$ cat config.mk
export PLATFORM = sky130hd
export DESIGN_NAME = pipe_cla_add_sub
export DESIGN_NICKNAME = d
export VERILOG_FILES = /design/src/rtl/pipe_cla_add_sub.sv
export SDC_FILE = /design/constraint.sdc
export NUM_CORES = 1
export LEC_CHECK = 0
export CORE_MARGIN = 2
export CORE_UTILIZATION = 55
export CTS_CLUSTER_DIAMETER = 200
export DETAILED_ROUTE_END_ITERATION = 6
export PLACE_DENSITY = 0.8
export SYNTH_ARGS = -nofsm -noshare
export SYNTH_HDL_FRONTEND = slang
export SYNTH_SLANG_ARGS = --single-unit
$ cat constraint.sdc
create_clock -name clk -period 2.3 [get_ports clk]
set_clock_uncertainty 0.1 [all_clocks]
set_input_delay 0.46 -clock clk [delete_from_list [all_inputs] [get_ports clk]]
set_output_delay 0.46 -clock clk [all_outputs]
set_load 0.01 [all_outputs]
$ cat src/rtl/pipe_cla_add_sub.sv
// Pipelined carry-lookahead adder/subtractor: WIDTH bits split across SEGMENTS
// registered CLA stages under a global valid/ready stall, with optional signed saturation.
module pipe_cla_add_sub #(
    parameter int WIDTH    = 16,
    parameter int SEGMENTS = 4
) (
    input  logic             clk,
    input  logic             rst,
    input  logic             in_valid,
    output logic             in_ready,
    input  logic [WIDTH-1:0] A,
    input  logic [WIDTH-1:0] Bin,
    input  logic             Cin,
    input  logic             isSub,
    input  logic             sat,
    output logic             out_valid,
    input  logic             out_ready,
    output logic [WIDTH-1:0] S,
    output logic             Cout,
    output logic             ovfl,
    output logic             zero,
    output logic             neg
);

    localparam int unsigned SEGW = WIDTH / SEGMENTS;
    localparam int unsigned LAST = SEGMENTS - 1;

    // Stage k register holds operands, partial sum (bits below the next segment) and carry.
    logic             rv   [SEGMENTS];
    logic [WIDTH-1:0] ra   [SEGMENTS];
    logic [WIDTH-1:0] rb   [SEGMENTS];
    logic [WIDTH-1:0] rs   [SEGMENTS];
    logic             rc   [SEGMENTS];
    logic             rsat [SEGMENTS];

    logic             nv   [SEGMENTS];
    logic [WIDTH-1:0] na   [SEGMENTS];
    logic [WIDTH-1:0] nb   [SEGMENTS];
    logic [WIDTH-1:0] ns   [SEGMENTS];
    logic             nc   [SEGMENTS];
    logic             nsat [SEGMENTS];

    logic [WIDTH-1:0] beff;
    logic [SEGW:0]    seg_r;
    logic             novfl;
    logic             nzero;
    logic             nneg;
    logic             adv;

    function automatic logic [SEGW:0] cla_seg(input logic [SEGW-1:0] a,
                                              input logic [SEGW-1:0] b,
                                              input logic            ci);
        logic [SEGW-1:0] g;
        logic [SEGW-1:0] p;
        logic [SEGW:0]   c;
        logic            t;
        logic            pp;
        g    = a & b;
        p    = a ^ b;
        c[0] = ci;
        // Flat lookahead: c[i+1] = g[i] | p[i]g[i-1] | ... | p[i..0]ci
        for (int unsigned i = 0; i < SEGW; i++) begin
            t  = g[i];
            pp = p[i];
            for (int unsigned j = 0; j < i; j++) begin
                t  = t | (pp & g[i-1-j]);
                pp = pp & p[i-1-j];
            end
            c[i+1] = t | (pp & ci);
        end
        return {c[SEGW], p ^ c[SEGW-1:0]};
    endfunction

    assign adv       = ~out_valid | out_ready;
    assign in_ready  = adv;
    assign out_valid = rv[LAST];
    assign S         = rs[LAST];
    assign Cout      = rc[LAST];

    always_comb begin
        beff  = isSub ? ~Bin : Bin;
        seg_r = cla_seg(A[SEGW-1:0], beff[SEGW-1:0], isSub ? ~Cin : Cin);
        nv[0]   = in_valid;
        na[0]   = A;
        nb[0]   = beff;
        ns[0]   = '0;
        ns[0][SEGW-1:0] = seg_r[SEGW-1:0];
        nc[0]   = seg_r[SEGW];
        nsat[0] = sat;
        for (int unsigned s = 1; s < SEGMENTS; s++) begin
            seg_r   = cla_seg(ra[s-1][s*SEGW +: SEGW], rb[s-1][s*SEGW +: SEGW], rc[s-1]);
            nv[s]   = rv[s-1];
            na[s]   = ra[s-1];
            nb[s]   = rb[s-1];
            ns[s]   = rs[s-1];
            ns[s][s*SEGW +: SEGW] = seg_r[SEGW-1:0];
            nc[s]   = seg_r[SEGW];
            nsat[s] = rsat[s-1];
        end
        // The output register stores the final (possibly saturated) result.
        novfl = (na[LAST][WIDTH-1] == nb[LAST][WIDTH-1]) &&
                (ns[LAST][WIDTH-1] != na[LAST][WIDTH-1]);
        if (nsat[LAST] && novfl) begin
            ns[LAST] = na[LAST][WIDTH-1] ? {1'b1, {(WIDTH-1){1'b0}}}
                                         : {1'b0, {(WIDTH-1){1'b1}}};
        end
        nzero = (ns[LAST] == '0);
        nneg  = ns[LAST][WIDTH-1];
    end

    always_ff @(posedge clk) begin
        if (rst) begin
            rv   <= '{default: 1'b0};
            ra   <= '{default: '0};
            rb   <= '{default: '0};
            rs   <= '{default: '0};
            rc   <= '{default: 1'b0};
            rsat <= '{default: 1'b0};
            ovfl <= 1'b0;
            zero <= 1'b0;
            neg  <= 1'b0;
        end else if (adv) begin
            rv   <= nv;
            ra   <= na;
            rb   <= nb;
            rs   <= ns;
            rc   <= nc;
            rsat <= nsat;
            ovfl <= novfl;
            zero <= nzero;
            neg  <= nneg;
        end
    end

endmodule

==> results.txt <==
The run gives 0 as the max capacitance violation total. The post-synthesis sequential area ratio is 44.5%. The average via count per standard cell is 5.36, and the final antenna-violating net count is 0. The number of global-route vias before repair is 3359. For this run, asynchronously set or reset flops after synthesis account for 0%. Category of the worst setup path capture point: a primary output. The multi-input combinational cells in the finished layout cover a total of 0.00219 mm2. In the synthesized netlist the dominant register cell turns out to be sky130_fd_sc_hd__dfxtp_1. For the count of final setup violators, the log shows 0.

The logs give 42 for the post-synthesis cell type count and 0 for the number of antenna diodes. The initial utilization of the core area, before any placement, comes to 56.1%. The buffer count from post-CTS setup fixing came out at 0.

The clock period minus worst slack is 2210 ps. For this run, the post-layout net count is 638. IR analysis of the VDD net gives a maximum drop of 0.481 mV. For the number of hold-slack violations in the final timing report, the log shows 0. Among all stages on the critical path, the largest delay is contributed by sky130_fd_sc_hd__clkdlybuf4s50_1.

Counting every instance in the synthesized netlist gives 549. The synthesized netlist net count came out at 608. The register area came out at 0.00202 mm2.

The core footprint is 0.00809 mm2. Number of fill cells in the layout: 682. The count of unresolved DRC violations after routing came out at 0. In this run the critical register-to-register path is captured at zero. Root buffer cell: sky130_fd_sc_hd__clkbuf_8. The reported leakage power is 2.05 nW.

For flop-to-flop paths, the worst setup slack is 150 ps. The maximum net fanout on the critical path works out to 2. Counting tap cells, the placed design contains a total of 673 instances. The design draws 3.62 mW.

The worst setup path is of the in2out kind. Clock-pin slew was measured on the worst setup and hold paths at 80 ps. In this run, the number of DRC markers left after iteration 0 of detailed routing was 221. After clock tree synthesis, the flow added hold-fix buffers numbering 0. The insertion delay to the later sink of the worst-skew pair was 350 ps; the share of layout cells above drive strength 1 was 6.70%.

Die footprint: 0.00900 mm2. The remaining global-route overflow was 0. Routability-driven placement finished with a final weighted congestion of 0.807.

The tools report the global-route wire length before repair as 15.0 mm. Setup repair after global routing left no endpoint under its margin. The kind of cell adding the most delay to the critical path was buffers and inverters. In this run the cell area of the synthesized design comes to 0.00454 mm2.

The slew at the pin with the worst max-slew slack is 755 ps, and the overall routed net length is 9.14 mm. Measured in cells, the most critical reg-to-reg path has a length of 7. Relative to the synthesized area, the layout overhead comes to 17.8%. The number of CTS-inserted buffers is 9, and the mean area per synthesized cell is 8.28 um2. The run finished with clean final reports.

In this run the tightest slew margin relative to its limit is 49.6%. The tools report the worst setup path startpoint as out_ready. Measured along the y axis, the die boundary spans 94.9 um. The number of storage elements in the synthesis netlist was 101. For this run, the top clock speed supported by timing is 452 MHz. STA puts the critical path data required time at 1740 ps. The worst register-to-register path begins at rc[1]. For the final core area utilization, the log shows 66.1%. The logs give 3 for the level count of the clock H-tree and 2 for the maximum root-to-sink buffer count.

The logs give 0 for the max-slew violation count and 0 for the number of antenna violations at the first check in global routing. The detailed-route wire length per cell is 13.3 um, and the arrival time reported for the critical path endpoint is 1650 ps. Critical path launch point type: an input pin. In the finished design, the share of the clock period the worst path needs comes to 96.1%. For this run, the slowest stage of the critical path takes 480 ps. Number of gates on the worst path with buffers counted: 4. The Yosys step of the flow raised 0 warnings. Global routing used 21.0% of the available tracks across all layers. The routed layout has 3681 vias. Entering global routing, the biggest net connects 75 pins.

Setup total negative slack on the finished layout was measured at 0 ps. The count of buffers added on input and output ports is 60. Counting instances, the worst hold path has a depth of 2.

The floorplan has 33 rows. For this run, the number of standard cells in the final layout without fillers is 687. The combined buffer and inverter count along the critical path came out at 3. The post-detailed-placement half-perimeter wirelength was 6.16 mm. Chip width: 94.9 um. The path with the worst hold slack has its endpoint at na[46]. 61 I/O pins were placed. The most numerous cell type found on the critical path is sky130_fd_sc_hd__clkdlybuf4s50_1. For this design, the sink count on the clock tree is 101.

TritonCTS built the clock tree. Walking the worst path, the cells encountered are clkdlybuf4s50_1 > nor2b_4 > clkinv_2 > clkdlybuf4s50_1. The worst hold path belongs to the class reg2reg. With fillers left out, the area of the finished cells amounts to 0.00535 mm2. The start point of the worst hold path is na[46].

Yosys mapped a number of flops with a built-in enable equal to 0. Cell area reported after detailed placement: 0.00513 mm2. For this run, the detailed router's first-pass iteration total came to 4. The power per cell area is 676 mW/mm2.
## through the flow
stage | setup WS, ps | hold WS (ps)
2_1_floorplan | 239 | 332
3_3_place_gp | 27.9 | 338
3_5_place_dp | -95.3 | 345
4_1_cts | 73.3 | 356
5_1_grt | 8.45 | 363
6_report | 89.1 | 356
## area by class of cell
type	instances	area share (%)
tap	105	2.46
multi-input combinational	376	40.9
clock buffer	10	2.39
sequential	101	37.8
timing repair buffer	75	13.9
clock inverter	4	1.38
inverter	16	1.15
## cells in the mapped netlist, drive strengths merged, types with 4 or more instances
cell type | count | area share [%]
a31oi | 12 | 1.7
nand3 | 7 | 1.0
a21oi | 79 | 8.8
a211oi | 15 | 2.5
clkbuf | 21 | 1.8
inv | 16 | 1.3
xor2 | 6 | 1.2
ha | 16 | 4.4
fa | 4 | 1.8
o21bai | 6 | 0.99
o21ai | 36 | 4.0
xnor2 | 22 | 4.2
nand2 | 124 | 10
dfxtp | 101 | 45
a21o | 4 | 0.66
nor2 | 21 | 1.7
buf | 35 | 4.9
## logic make-up (layout without fill, tap and decap cells)
family          after synthesis  in the layout  synth area share (%)
buf+inv                      72            105                  7.96
xor+xnor                     28             28                  5.40
fa+ha+maj                    20             20                  6.17
flops                       101            101                  44.5
mux                           2              2                 0.468
simple gates                166            166                  15.1
compound gates              160            160                  20.4
## layer usage
metal	vias up	part of all wire [%]	track usage (%)
met3	17	4.1	3.19
met4	0	2.2	9.66
met1	1674	46	27.0
met5	-	0	0
li1	1891	-	-
met2	99	48	34.9
## sequential cells by signal (all words and copies together), names as in the netlist
| signal | flops |
|---|---|
| na | 24 |
| nb | 24 |
| S | 15 |
| ns | 12 |
| rs | 12 |
| nsat | 3 |
| nv | 3 |
| rc | 3 |
| Cout | 1 |
| neg | 1 |
| out_valid | 1 |
| ovfl | 1 |
| zero | 1 |
## layout by cell type, fill, tap and decap left out, types with 2 or more instances in the layout
cell                              netlist  final
sky130_fd_sc_hd__a21o_1                 4      4
sky130_fd_sc_hd__nand2b_1               2      2
sky130_fd_sc_hd__a31oi_1               12     12
sky130_fd_sc_hd__xnor2_1               22     22
sky130_fd_sc_hd__ha_1                  16     16
sky130_fd_sc_hd__inv_1                 16     15
sky130_fd_sc_hd__o2bb2ai_1              2      2
sky130_fd_sc_hd__xor2_1                 6      5
sky130_fd_sc_hd__clkinv_2               0      2
sky130_fd_sc_hd__fa_1                   4      4
sky130_fd_sc_hd__a21oi_1               78     78
sky130_fd_sc_hd__nor2_1                21     21
sky130_fd_sc_hd__buf_4                 17     12
sky130_fd_sc_hd__bufinv_16              0      2
sky130_fd_sc_hd__nor3_1                 3      3
sky130_fd_sc_hd__o21bai_1               6      6
sky130_fd_sc_hd__dfxtp_1              101    101
sky130_fd_sc_hd__a211oi_1              15     15
sky130_fd_sc_hd__clkbuf_8               0      9
sky130_fd_sc_hd__buf_12                 0      3
sky130_fd_sc_hd__o2111ai_1              2      2
sky130_fd_sc_hd__nand2_1              124    124
sky130_fd_sc_hd__o21ai_0               35     35
sky130_fd_sc_hd__clkdlybuf4s50_1        0     59
sky130_fd_sc_hd__nand3_1                6      6
## where the power goes
group          switching (mW)  leakage (nW)  internal [mW]
logic                   0.245          1.12          0.264
clock network           0.563         0.103          0.604
registers              0.0712         0.830           1.87
total                   0.880          2.05           2.74
## tightest hold or removal path: cells and delay by family (launching register included)
family | cells | cell delay (ps)
flops | 1 | 320
simple gates | 1 | 50
compound gates | 1 | 50
## how the worst max path moves through the flow
stage / to / slack [ps]
floorplan: rc[3] / 240
global placement: rc[3] / 30
detailed placement: rc[3] / -100
CTS: in_ready / 70
global route: zero / 8
finish: in_ready / 90
## timing repair
item                                    in CTS  in global routing
endpoints found under the setup margin       0                  7
resized for setup                            0                  3
endpoints found under the hold margin        0                  0
No activity file was read; power rests on OpenSTA's default activity.
